--- src/rtl/rs_issue_sched_pkg.sv ---
// rs_issue_sched_pkg: shared RS slot constants, types and a one-hot to index helper.
package rs_issue_sched_pkg;
  localparam int RsLength = 7;
  localparam int IdxWidth = 3;
  localparam int RsSlots = RsLength + 1;
  typedef logic [RsSlots-1:0] slot_vec_t;
  typedef logic [IdxWidth-1:0] slot_idx_t;
  typedef logic [IdxWidth:0] slot_cnt_t;
  function automatic slot_idx_t onehot_to_idx(input slot_vec_t oh);
    onehot_to_idx = '0;
    for (int i = 0; i < RsSlots; i++)
      if (oh[i]) onehot_to_idx = onehot_to_idx | slot_idx_t'(i);
  endfunction
endpackage

--- src/rtl/rs_issue_sched_age_matrix.sv ---
// rs_age_matrix: N x N age bits with alloc/clear update and oldest-eligible select.
module rs_age_matrix
  import rs_issue_sched_pkg::*;
(
  input  logic      clk,
  input  logic      rst,
  input  logic      clear,
  input  logic      alloc_valid,
  input  slot_idx_t alloc_idx,
  input  slot_vec_t eligible,
  output slot_vec_t grant_oh,
  output slot_idx_t grant_idx
);
  logic [RsSlots-1:0][RsSlots-1:0] older;
  always_ff @(posedge clk or negedge rst)
    if (!rst) older <= '0;
    else if (clear) older <= '0;
    else if (alloc_valid)
      for (int i = 0; i < RsSlots; i++)
        if (i == int'(alloc_idx)) older[i] <= '0;
        else older[i][alloc_idx] <= 1'b1;
  // A slot wins only if no other eligible slot is older than it.
  always_comb begin
    grant_oh = '0;
    for (int i = 0; i < RsSlots; i++) begin
      grant_oh[i] = eligible[i];
      for (int j = 0; j < RsSlots; j++)
        grant_oh[i] = grant_oh[i] & ~(eligible[j] & older[j][i]);
    end
  end
  assign grant_idx = onehot_to_idx(grant_oh);
endmodule

--- src/rtl/rs_issue_sched.sv ---
// rs_issue_sched: oldest-ready RS issue scheduler with registered valid/ready grant to the ALU.
// Optional perf counters when RS_SCHED_PERF_EN is defined.
module rs_issue_sched
  import rs_issue_sched_pkg::*;
(
  input  logic                clk,
  input  logic                rst,
  input  logic                is_flush_in,
  input  logic                alloc_valid_in,
  input  logic [IdxWidth-1:0] alloc_idx_in,
  input  logic [RsSlots-1:0]  ready_vec_in,
  output logic                issue_valid_out,
  output logic [IdxWidth-1:0] issue_idx_out,
  input  logic                issue_ready_in,
  output logic                free_valid_out,
  output logic [IdxWidth:0]   busy_count_out,
`ifdef RS_SCHED_PERF_EN
  output logic [31:0]         perf_issue_cnt_out,
  output logic [31:0]         perf_stall_cnt_out,
`endif
  output logic                is_full_out
);
  logic fire, take;
  slot_vec_t valid_vec, held, eligible, grant_oh;
  slot_idx_t grant_idx;
  slot_cnt_t count_next;
  assign fire = issue_valid_out & issue_ready_in;
  assign free_valid_out = fire & ~is_flush_in;
  assign take = ~issue_valid_out | fire;
  // The slot sitting in the output register is never reselected, firing or not.
  assign held = issue_valid_out ? slot_vec_t'(1) << issue_idx_out : '0;
  assign eligible = valid_vec & ready_vec_in & ~held;
  assign count_next = busy_count_out + slot_cnt_t'(alloc_valid_in) - slot_cnt_t'(fire);
  rs_age_matrix u_age (
    .clk(clk),
    .rst(rst),
    .clear(is_flush_in),
    .alloc_valid(alloc_valid_in),
    .alloc_idx(alloc_idx_in),
    .eligible(eligible),
    .grant_oh(grant_oh),
    .grant_idx(grant_idx)
  );
  always_ff @(posedge clk or negedge rst)
    if (!rst) begin
      valid_vec <= '0;
      issue_valid_out <= 1'b0;
      issue_idx_out <= '0;
      busy_count_out <= '0;
      is_full_out <= 1'b0;
    end else if (is_flush_in) begin
      valid_vec <= '0;
      issue_valid_out <= 1'b0;
      busy_count_out <= '0;
      is_full_out <= 1'b0;
    end else begin
      valid_vec <= (valid_vec & ~(fire ? held : '0)) | (alloc_valid_in ? slot_vec_t'(1) << alloc_idx_in : '0);
      busy_count_out <= count_next;
      is_full_out <= count_next == slot_cnt_t'(RsSlots);
      if (take) begin
        issue_valid_out <= |grant_oh;
        issue_idx_out <= grant_idx;
      end
    end
`ifdef RS_SCHED_PERF_EN
  always_ff @(posedge clk or negedge rst)
    if (!rst) begin
      perf_issue_cnt_out <= '0;
      perf_stall_cnt_out <= '0;
    end else begin
      if (free_valid_out) perf_issue_cnt_out <= perf_issue_cnt_out + 32'd1;
      if (issue_valid_out && !issue_ready_in) perf_stall_cnt_out <= perf_stall_cnt_out + 32'd1;
    end
`endif
  // Overwriting a live slot is only legal when that slot is leaving this cycle.
  alloc_legal: assert property (@(posedge clk) disable iff (!rst)
    alloc_valid_in && !is_flush_in |-> !valid_vec[alloc_idx_in] || (fire && issue_idx_out == alloc_idx_in));
endmodule

--- config.mk ---
export PLATFORM = sky130hd
export DESIGN_NAME = rs_issue_sched
export DESIGN_NICKNAME = d
export VERILOG_FILES = /design/src/rtl/rs_issue_sched_pkg.sv /design/src/rtl/rs_issue_sched_age_matrix.sv /design/src/rtl/rs_issue_sched.sv
export SDC_FILE = /design/constraint.sdc
export NUM_CORES = 1
export LEC_CHECK = 0
export ABC_CLOCK_PERIOD_IN_PS = 1900
export BUFFER_PORTS_ARGS = -buffer_cell sky130_fd_sc_hd__buf_2
export CAP_MARGIN = 30
export CORE_MARGIN = 5
export CORE_UTILIZATION = 35
export CTS_BUF_LIST = sky130_fd_sc_hd__clkbuf_2 sky130_fd_sc_hd__clkbuf_4 sky130_fd_sc_hd__clkbuf_8
export DETAILED_ROUTE_END_ITERATION = 7
export PLACE_DENSITY = 0.58
export SETUP_SLACK_MARGIN = 0.02
export SLEW_MARGIN = 25
export SYNTH_ARGS = -nofsm -noshare
export SYNTH_HDL_FRONTEND = slang
export SYNTH_SLANG_ARGS = --single-unit
--- constraint.sdc ---
create_clock -name clk -period 1.9 [get_ports clk]
set_clock_uncertainty 0.2 [all_clocks]
set_input_delay 0.38 -clock clk [delete_from_list [all_inputs] [get_ports clk]]
set_output_delay 0.38 -clock clk [all_outputs]
set_load 0.02 [all_outputs]
# Word level (Yosys, flattened, before mapping)
# Index checks and enable logic that the tools add are counted.
[totals] ff_bits=81 inputBits=16 elab_cells=271
[classes] addsub=2 order_cmp=2 eq_ne=8 shift=2 n_mux=27 bitwise_logic=211 n_reduce_logical=6
[ops] operator="bitwise AND 1 bit" count=130
[ops] operator="two-way mux 64 bit" count=2
[ops] operator="two-way mux 8 bit" count=12
[ops] operator="OR 8 bit" count=9
[ops] operator="inverter 1 bit" count=66
[ops] operator="bitwise AND 8 bit" count=3
[ops] operator="inverter 8 bit" count=2
[ops] operator="left shift 1 x 3 -> 8 bit (first input constant)" count=2
[ops] operator="== test 3 bit (first input constant)" count=4
[ops] operator="two-way mux 3 bit" count=4
[ops] operator="OR reduction 8 bit" count=1
[ops] operator="== test 2 x 3 -> 1 bit (first input constant)" count=2
[ops] operator="two-way mux 1 bit" count=5
[ops] operator="adder 4 x 1 -> 4 bit" count=1
[ops] operator="== test 4 bit (second input constant)" count=1
[ops] operator="< comparator 3 x 4 -> 1 bit (second input constant)" count=1
[ops] operator="two-way mux 2 bit" count=2
[ops] operator="two-way mux 4 bit" count=1
[ops] operator="nonzero test 2 bit" count=2
[ops] operator="subtractor 4 x 1 -> 4 bit" count=1
[ops] operator="demux 1 bit (select 3 bit)" count=1
[ops] operator="== test 1 x 3 -> 1 bit (first input constant)" count=1
[ops] operator=">= comparator 3 x 1 -> 1 bit (second input constant)" count=1
[ops] operator="zero test 3 bit" count=1
[ops] operator="other kinds (3)" count=3

# Logic depth before layout (Yosys ltp)
[logic_depth] depth_word=21 mapped_depth=11

# By module
# From an unflattened synthesis, not the netlist that was laid out.
[hier_totals] hier_cells=323 area_unflattened_um2=3746.1
[modules_own_cells] module="rs_age_matrix" n_inst=1 cells_per_inst=216 area_each_um2=2747.6
[modules_own_cells] module="rs_issue_sched" n_inst=1 cells_per_inst=107 area_each_um2=998.5

# Least setup slack after synthesis
# No wires, ideal clock.
[synth_path] kind="register -> register" from="register issue_valid_out" to="register is_full_out" setup_time_ps=120 arrival_time_ps=1938 required_time_ps=1580 path_slack_ps=-357 path_stages_with_launch=10 path_cell_list="dfrtp_1 -> buf_4 -> nand2_1 -> inv_1 -> ha_1 -> inv_1 -> ha_1 -> fa_1 -> nor2_1 -> and3_1"
[synth_via] elab_chain_cells=4
[synth_lines] element="from (decl)" line="rs_issue_sched.sv:12" rtl="output logic issue_valid_out,"
[synth_lines] element="from (signal assigned)" line="rs_issue_sched.sv:61" rtl="issue_valid_out <= |grant_oh;"
[synth_lines] element="bitwise AND 1 bit" line="rs_issue_sched.sv:27" rtl="assign fire = issue_valid_out & issue_ready_in;"
[synth_lines] element="subtractor 4 x 1 -> 4 bit" line="rs_issue_sched.sv:33" rtl="assign count_next = busy_count_out + slot_cnt_t'(alloc_valid_in) - slot_cnt_t'(fire);"
[synth_lines] element="== test 4 bit" line="rs_issue_sched.sv:59" rtl="is_full_out <= count_next == slot_cnt_t'(RsSlots);"
[synth_lines] element="two-way mux 1 bit" line="rs_issue_sched.sv:51" rtl="end else if (is_flush_in) begin"
[synth_lines] element="to (signal assigned)" line="rs_issue_sched.sv:59"
[synth_lines] element="to (decl)" line="rs_issue_sched.sv:21" rtl="output logic is_full_out"
# Every way passes these cells.
# A chain may end at the register's enable or synchronous reset.

# Worst setup path in the final report
# Ends and elaborated chain as after synthesis.

==> impl_metrics.yaml <==
placement:
  gp_congestion: 0.871
  place_area_um2: 4500
  post-place-cells: 519
  placement.io_buffers: 25
  place.detailed.hpwl_um: 7670
min_path:
  min_path_cells: 3
  min-delay-path-class: "input port to flop"
  whs_endpoint: "valid_vec[3]$_DFF_PN0_"
  hold_start: "alloc_idx_in[0]"
synthesis:
  post_synth_instance_area_um2: 3760
  synth_fp_nets: 343
  synth_cell_types: 53
  synth-seq-area-share_pct: 53.9
  syn-mean-instance-area_um2: 11.7
  synth_xor_area_share_pct: 0.699
  synth_compound_gate_area_share_pct: 24.1
  ys.warnings.count: 0
  ys_seq_elements: 81
  synth_simple_gate_area_share_pct: 16.8
  async_flop_share_pct: 100
  dominant_combinational_cell_family_by_area_after_synthesis: "compound AO/OA/AOI/OAI gates"
  post_synth_mux_area_share_pct: 0
  synth_fa_ha_area_share_pct: 1.86
  synthFlopType: "sky130_fd_sc_hd__dfrtp_1"
  synth_edf_count: 0
  netlist_instances: 322
worst_setup_path:
  worstReg2RegStart: "issue_valid_out$_DFFE_PN0P_"
  worst-setup-path-type: "flop to flop"
  critical_path_data_required_time_ns: 1.96
  critical_path.reg2reg.endpoint: "is_full_out$_DFF_PN0_"
  timing.reg2reg.worst_path_depth: 9
  r2r_slack_ns: -0.26
  worstSetupStartpointType: "flop"
  worstPathMaxFanout: 6
  critPathCaptureType: "flop"
  crit_arrival_ns: 2.22
drt:
  met2_length_um: 5120
  routed_length_on_met1_um: 4640
  met3_length_um: 438
  vias_per_cell: 5.38
  drt_first_iter_violations: 148
  ant_nets: 0
  routed-via-count: 2942
  dr_drc_count: 0
  detail_route.wirelength_um: 10400
  avgRoutedWirePerCell_um: 19.0
  top_signal_layer_used: "met4"
  number_of_detailed_route_iterations_in_the_first_pass: 4
power_and_ir_drop:
  vdd_ir_drop_max_mv: 0.391
  p_leak_nw: 2.18
  power.density_cell_area_nw_per_um2: 816
floorplanning:
  dieArea_um2: 12900
  floorplan.die.width_um: 114
  num_rows: 37
  die_outline_height_um: 114
  io_pins: 26
  initial_core_util_pct: 36.1
  floorplan.core_area_um2: 10400
cts:
  root_buffer: "sky130_fd_sc_hd__clkbuf_8"
  cts.reportedPaths.clkPinSlew_ns: 0.08
  clockBufferDepth: 2
  numCtsBuffers: 9
  htree_num_levels: 3
  clock_sinks: 81
  insertion_delay_ns: 0.37
  tritoncts: "yes"
status:
  violations_in_the_final_reports: "setup timing"
  run_status: "complete, but fails checks"
finish:
  final_nets: 427
  antenna-diode-count: 0
  drive_gt1_share_pct: 37.5
  final_design_area_no_fill_um2: 4900
  fillers: 953
  finish.cell_count_without_fillers: 547
  layout_commonest_cell: "sky130_fd_sc_hd__dfrtp_1"
  synthToLayoutAreaGrowth_pct: 30.5
  finalCoreUtilization_pct: 47.1
  most-common-layout-cells: "77 x sky130_fd_sc_hd__dfrtp_1, 56 x sky130_fd_sc_hd__o21a_1, 55 x sky130_fd_sc_hd__buf_4"
sta:
  finalHoldViolCount: 0
  fin_crit_ns: 2.16
  holdWs_ns: 0.128
  unrepaired_setup_endpoints_after_global_routing: "yes"
  worst_pin_slew_ns: 0.870
  max_freq_mhz: 463
  setup_viol_count_final: 8
  max_slew_margin_pct: 41.9
  layout_worst_path_cycle_share_pct: 114
  setup_ws_ns: -0.260
  drv_slew: 0
global_route:
  grt_max_degree: 50
  antenna_found_initial: 0
  grt_util_all_layers_pct: 17.0
  first_pass_grt_wire_length_um: 16800
  grt_overflow: 0
  vias_in_the_first_global_route: 3102
run:
  drv.max_cap_violation_count: 0
==> synth_stat cells (2+ instances only) <==
cell type | number | area [µm²]
sky130_fd_sc_hd__nand3_1 | 9 | 45.0
sky130_fd_sc_hd__nor2b_1 | 8 | 50.1
sky130_fd_sc_hd__a2111oi_2 | 2 | 30.0
sky130_fd_sc_hd__a22o_1 | 3 | 26.3
sky130_fd_sc_hd__nor3b_1 | 5 | 37.5
sky130_fd_sc_hd__inv_1 | 6 | 22.5
sky130_fd_sc_hd__and4_1 | 5 | 43.8
sky130_fd_sc_hd__a22oi_1 | 9 | 67.6
sky130_fd_sc_hd__a21oi_1 | 14 | 70.1
sky130_fd_sc_hd__buf_4 | 3 | 22.5
sky130_fd_sc_hd__a211oi_1 | 2 | 15.0
sky130_fd_sc_hd__nor3_1 | 4 | 20.0
sky130_fd_sc_hd__nand2_1 | 11 | 41.3
sky130_fd_sc_hd__dfrtp_1 | 81 | 2030
sky130_fd_sc_hd__nand3b_1 | 2 | 15.0
sky130_fd_sc_hd__ha_1 | 4 | 50.1
sky130_fd_sc_hd__xnor2_1 | 2 | 17.5
sky130_fd_sc_hd__nand2b_1 | 4 | 25.0
sky130_fd_sc_hd__o21ai_0 | 7 | 35.0
sky130_fd_sc_hd__nand4_1 | 2 | 12.5
sky130_fd_sc_hd__clkbuf_1 | 10 | 37.5
sky130_fd_sc_hd__and3_1 | 6 | 37.5
sky130_fd_sc_hd__and2_1 | 9 | 56.3
sky130_fd_sc_hd__o21a_1 | 56 | 420
sky130_fd_sc_hd__o31ai_1 | 2 | 15.0
sky130_fd_sc_hd__nand4b_1 | 3 | 26.3
sky130_fd_sc_hd__a221oi_1 | 2 | 17.5
sky130_fd_sc_hd__a31oi_1 | 6 | 37.5
sky130_fd_sc_hd__nor2_1 | 17 | 63.8
sky130_fd_sc_hd__a2111oi_4 | 2 | 55.1
sky130_fd_sc_hd__a32oi_1 | 4 | 35.0
==> critical path, cell delays in order (launching register included) <==
cell	delay [ns]
sky130_fd_sc_hd__dfrtp_2	0.46
sky130_fd_sc_hd__buf_6	0.14
sky130_fd_sc_hd__nand2_4	0.06
sky130_fd_sc_hd__inv_2	0.04
sky130_fd_sc_hd__ha_4	0.25
sky130_fd_sc_hd__inv_2	0.03
sky130_fd_sc_hd__ha_4	0.15
sky130_fd_sc_hd__fa_1	0.50
sky130_fd_sc_hd__nor2_1	0.05
sky130_fd_sc_hd__and3_1	0.17
==> worst max path at each step <==
stage,startpoint,end,slack [ns]
global route,issue_idx_out[1]$_DFFE_PN0P_,issue_valid_out$_DFFE_PN0P_,-0.35
finish,issue_valid_out$_DFFE_PN0P_,is_full_out$_DFF_PN0_,-0.26
floorplan,issue_valid_out$_DFFE_PN0P_,is_full_out$_DFF_PN0_,-0.22
global placement,issue_valid_out$_DFFE_PN0P_,is_full_out$_DFF_PN0_,-0.29
detailed placement,issue_valid_out$_DFFE_PN0P_,is_full_out$_DFF_PN0_,-0.29
CTS,issue_valid_out$_DFFE_PN0P_,is_full_out$_DFF_PN0_,-0.27
==> cell families (layout without fill, tap and decap cells) <==
logic type	count (synthesis)	after routing
buffers and inverters	21	110
flip-flops	81	81
adder cells (fa/ha/maj)	5	5
AND/OR/NAND/NOR	96	96
AO/OA/AOI/OAI	116	116
XOR/XNOR	3	3
==> routing by layer <==
metal	GRT usage, %	up-vias
met1	22.4	1498
li1	-	1366
met5	0	-
met3	2.86	14
met2	28.0	64
met4	6.49	0
==> timing repair <==
item,in CTS,in global routing
hold endpoints to repair,22,0
setup buffers,7,4
gates resized for setup,18,10
hold buffers,1,0
pin swaps,13,12
setup endpoints to repair,9,10
==> flip-flops by register name, summed over array words and instances, names as in the netlist <==
signal / flops
busy_count_out: 4
is_full_out: 1
issue_idx_out: 3
issue_valid_out: 1
u_age.older: 64
valid_vec: 8
==> stage by stage <==
stage | worst slack, ns | TNS (ns) | power (mW)
5_1_grt | -0.349 | -2.17 | 4.20
4_1_cts | -0.268 | -1.48 | 4.00
3_5_place_dp | -0.287 | -1.91 | 2.68
2_1_floorplan | -0.224 | -0.955 | 2.38
3_3_place_gp | -0.285 | -3.71 | 2.67
6_report | -0.260 | -1.44 | 4.00
==> final cells by class <==
class	count	area (µm²)	area share, %
clock buffer	10	131	2.68
clock inverter	6	67.6	1.38
inverter	6	22.5	0.459
multi-input combinational	220	1830	37.4
sequential	81	2030	41.4
tap	136	170	3.47
timing repair buffer	88	648	13.2
==> where the power goes <==
| group | internal, mW | switching, mW |
|---|---|---|
| clock network | 0.625 | 0.646 |
| registers | 1.82 | 0.0843 |
| logic | 0.394 | 0.429 |
Note: power is estimated with default switching activity, not from simulation.
